**src/rtl/counter_seq_ctrl_pkg.sv**
```systemverilog
// rtl/counter_seq_ctrl_pkg.sv - shared state encoding and default widths for the counter sequencer
package counter_seq_ctrl_pkg;

  localparam int DEF_WIDTH = 8;
  localparam int DEF_RPT_W = 4;

  typedef enum logic [1:0] {
    ST_IDLE = 2'd0,
    ST_LOAD = 2'd1,
    ST_RUN  = 2'd2,
    ST_DONE = 2'd3
  } seq_state_e;

endpackage

```
**src/rtl/counter_seq_ctrl.sv**
```systemverilog
// rtl/counter_seq_ctrl.sv - sequences an external loadable up-counter through a start..end window for N passes
module counter_seq_ctrl
  import counter_seq_ctrl_pkg::*;
#(
  parameter int WIDTH = DEF_WIDTH,
  parameter int RPT_W = DEF_RPT_W
) (
  input  logic             clk,
  input  logic             clr,
  input  logic             start,
  input  logic             abort,
  input  logic [WIDTH-1:0] start_val,
  input  logic [WIDTH-1:0] end_val,
  input  logic [RPT_W-1:0] repeat_cnt,
  input  logic [WIDTH-1:0] cnt_q,
  output logic             cnt_load,
  output logic             cnt_run,
  output logic [WIDTH-1:0] cnt_d,
  output logic             busy,
  output logic             done,
  output logic             aborted,
  output logic [RPT_W-1:0] pass_cnt
);

  seq_state_e       state, state_nxt;
  logic [WIDTH-1:0] start_reg, end_reg;
  logic [RPT_W-1:0] rpt_reg;
  logic [RPT_W-1:0] pass_next;
  logic             aborted_q;
  logic             at_end;
  logic             abort_take;
  logic             pass_inc;

  assign at_end     = (cnt_q == end_reg);
  assign abort_take = abort && (state != ST_IDLE);
  assign pass_next  = pass_cnt + 1'b1;

  assign busy    = (state != ST_IDLE);
  assign cnt_d   = busy ? start_reg : '0;
  assign aborted = aborted_q;

  always_ff @(posedge clk) begin
    if (clr) begin
      state     <= ST_IDLE;
      start_reg <= '0;
      end_reg   <= '0;
      rpt_reg   <= '0;
      pass_cnt  <= '0;
      aborted_q <= 1'b0;
    end else begin
      state     <= state_nxt;
      aborted_q <= abort_take;
      if (state == ST_IDLE && start) begin
        start_reg <= start_val;
        end_reg   <= end_val;
        rpt_reg   <= (repeat_cnt == '0) ? {{(RPT_W-1){1'b0}}, 1'b1} : repeat_cnt;
        pass_cnt  <= '0;
      end else if (pass_inc) begin
        pass_cnt <= pass_next;
      end
    end
  end

  always_comb begin
    state_nxt = state;
    cnt_load  = 1'b0;
    cnt_run   = 1'b0;
    done      = 1'b0;
    pass_inc  = 1'b0;
    case (state)
      ST_IDLE: begin
        if (start) state_nxt = ST_LOAD;
      end
      ST_LOAD: begin
        cnt_load  = 1'b1;
        state_nxt = ST_RUN;
      end
      ST_RUN: begin
        // run is gated by the live compare so the counter stops exactly on end_reg
        cnt_run = !at_end;
        if (at_end) begin
          pass_inc  = 1'b1;
          state_nxt = (pass_next == rpt_reg) ? ST_DONE : ST_LOAD;
        end
      end
      ST_DONE: begin
        done      = 1'b1;
        state_nxt = ST_IDLE;
      end
      default: state_nxt = ST_IDLE;
    endcase
    // abort wins over everything, including a completing pass
    if (abort_take) begin
      state_nxt = ST_IDLE;
      cnt_load  = 1'b0;
      cnt_run   = 1'b0;
      done      = 1'b0;
      pass_inc  = 1'b0;
    end
  end

endmodule
```
**config.mk**
```make
export PLATFORM = sky130hd
export DESIGN_NAME = counter_seq_ctrl
export DESIGN_NICKNAME = d
export VERILOG_FILES = /design/src/rtl/counter_seq_ctrl_pkg.sv /design/src/rtl/counter_seq_ctrl.sv
export SDC_FILE = /design/constraint.sdc
export NUM_CORES = 1
export LEC_CHECK = 0
export ABC_AREA = 0
export BUFFER_PORTS_ARGS = -buffer_cell sky130_fd_sc_hd__buf_2
export CORE_MARGIN = 1.5
export CORE_UTILIZATION = 47
export DETAILED_ROUTE_END_ITERATION = 8
export PLACE_DENSITY = 0.76
export SYNTH_ARGS = -nofsm -noshare
export SYNTH_HDL_FRONTEND = slang
export SYNTH_SLANG_ARGS = --single-unit
export TNS_END_PERCENT = 10
```
**constraint.sdc**
```tcl
create_clock -name clk -period 2.1 [get_ports clk]
set_input_delay 0.105 -clock clk [delete_from_list [all_inputs] [get_ports clk]]
set_output_delay 0.105 -clock clk [all_outputs]
set_load 0.01 [all_outputs]
```
==> impl_metrics.json <==
{
  "grt_antenna_before_repair": 0,
  "synth_cells": 156,
  "setup.worst_path.start_class": "register",
  "async_flop_share_pct": 0,
  "cp_max_fo": 6,
  "end_kind": "primary output",
  "synth_most_common_cell": "nand2_1",
  "dr.first_iter.drc_count": 22,
  "grt_pass1_wl_mm": 4.87,
  "period_minus_slack_ps": 1790,
  "cts.clk_slew.worst_paths_ps": 150,
  "rows": 18,
  "tightest_slew_ps": 633,
  "die_area_sq_um": 2990,
  "final_layout_size_suffix_gt1_share_pct": 25.3,
  "start_util_pct": 50.3,
  "min_path_type": "input pin to register",
  "cts.sinks": 27,
  "required_ps": 2000,
  "dp.cells": 228,
  "cts_root_buf": "clkbuf_4",
  "ctsHtreeMaxLevel": 1,
  "synth_common_cells": "nand2_1 (42), dfxtp_1 (27), a21oi_1 (20)",
  "status": "complete, no violations",
  "wl_per_cell_microns": 12.5,
  "relSlewSlack_pct": 57.7,
  "synth_area_sq_um": 1260,
  "grt_max_degree": 27,
  "yosysUniqueCellTypes": 30,
  "synth_edf_count": 0,
  "synth_ff_type": "dfxtp_1",
  "layout.nets": 251,
  "power_density_nw_per_um2": 571,
  "diodes": 0,
  "p_leak_nw": 0.729,
  "grt_pass1_vias": 1181,
  "setup.worst_path.class": "register to primary output",
  "place.port_buffers": 48,
  "skew_ps": 9.74,
  "vias": 1279,
  "clock_path_buffers": 2,
  "syn_area_per_cell_sq_um": 8.05,
  "cts_buffers": 3,
  "die_x_microns": 54.7,
  "ys_seq_area_share_pct": 43.0,
  "clock_latency_ps": 330,
  "dp_hpwl_mm": 2.12,
  "core_area_sq_um": 2500,
  "hold_violations": 0,
  "synth-seq-cells": 27,
  "grt_usage_pct": 22.6,
  "arrival_ps": 1690,
  "drv_slew": 0,
  "num-fill-cells": 214,
  "setup_viol": 0,
  "ant_nets": 0,
  "peakVddDrop_mv": 0.464,
  "cap_violations": 0,
  "synth_top_cells_by_area": "dfxtp_1 (43%), nand2_1 (13%), xnor2_1 (8.4%)",
  "grt_overflow": 0,
  "drcViolationCount": 0,
  "syn_to_final_growth_pct": 35.0,
  "yosys.area.top_type": "dfxtp_1",
  "drt_pass1_iterations": 4,
  "synthDominantCellAreaShare_pct": 43.0,
  "setup_tns_ps": 0,
  "fin_cells": 247,
  "rsz0062_at_grt": "no",
  "viasPerCell": 5.18,
  "cts_tree": "built",
  "yosys_warnings": 0,
  "fin_crit_sh_pct": 85.5,
  "gp_congestion": 0.753,
  "ioPinCount": 49,
  "cts_resized": 0,
  "drt-total-wl_mm": 3.09,
  "syn_nets": 189,
  "fmax_mhz": 557,
  "fp.dieH_microns": 54.7
}
## path summary, 6_finish.rpt
check               start  slack, ps  cells after the start      endpoint
max              state[1]        310                      4       cnt_run
min            end_val[6]         20                      3    end_reg[6]
max reg2reg      state[1]        350                      4   pass_cnt[3]
min reg2reg  start_reg[5]        470                      2  start_reg[5]
## through the flow
stage	instance area, sq um	utilization (%)	total power [mW]	setup slack, ps	hold WS [ps]
after floorplan	1260	-	0.667	634	241
after global placement	1520	60.8	0.722	610	343
after detailed placement	1520	60.8	0.730	487	351
after CTS	1690	67.4	0.975	299	2.78
after global routing	1700	67.8	1.02	209	3.40
final	1700	67.8	0.967	306	15.6
## repair_timing
item                      in CTS  in global routing
buffers inserted               0                  0
hold buffers                  14                  1
hold endpoints to repair      14                  1
## cell type report
class	count	area (sq um)	area share, %
inverter	3	11.3	0.664
multi-input combinational	118	674	39.8
tap	30	37.5	2.21
sequential	27	541	31.9
timing repair buffer	65	405	23.9
clock buffer	4	26.3	1.55
## report_power, final
part | switching [mW] | internal, mW
Combinational | 0.0919 | 0.0921
Clock | 0.151 | 0.0744
Sequential | 0.0178 | 0.540
## metal layers
layer  vias up  part of all wire, %  global-route usage (%)
li1        654                    -                       -
met5         -                    0                       0
met3         2                  4.6                    3.83
met4         0                 0.42                    8.75
met1       589                   43                    25.8
met2        34                   52                    41.3
## logic make-up after synthesis
family | Yosys count | synth area share, %
DFF | 27 | 43.0
xor gates and xnor gates | 14 | 9.76
adders and majority gates | 1 | 0.996
buffers and inverters | 11 | 3.68
AOI/OAI and AO/OA | 30 | 14.2
muxes | 1 | 0.797
and+or+nand+nor | 72 | 27.5
## worst max-delay path: stages (launching register included)
cell and delay (ps):
dfxtp_1 450, inv_2 80, or3_1 450, a21oi_1 230, buf_2 170
## placed cells by master (no fill, tap or decap), types with 2 or more instances in the layout
cell type	count
inv_1	2
or3_1	3
nor3b_1	4
xnor2_1	12
nand2_1	42
and4_1	2
nand4_1	3
nor2b_1	8
xor2_1	2
buf_2	48
nor2_1	4
nor4_1	2
dlygate4sd3_1	15
dfxtp_1	27
buf_4	2
o31ai_1	3
clkbuf_4	3
a21oi_1	20
No activity file was read; power rests on OpenSTA's default activity.
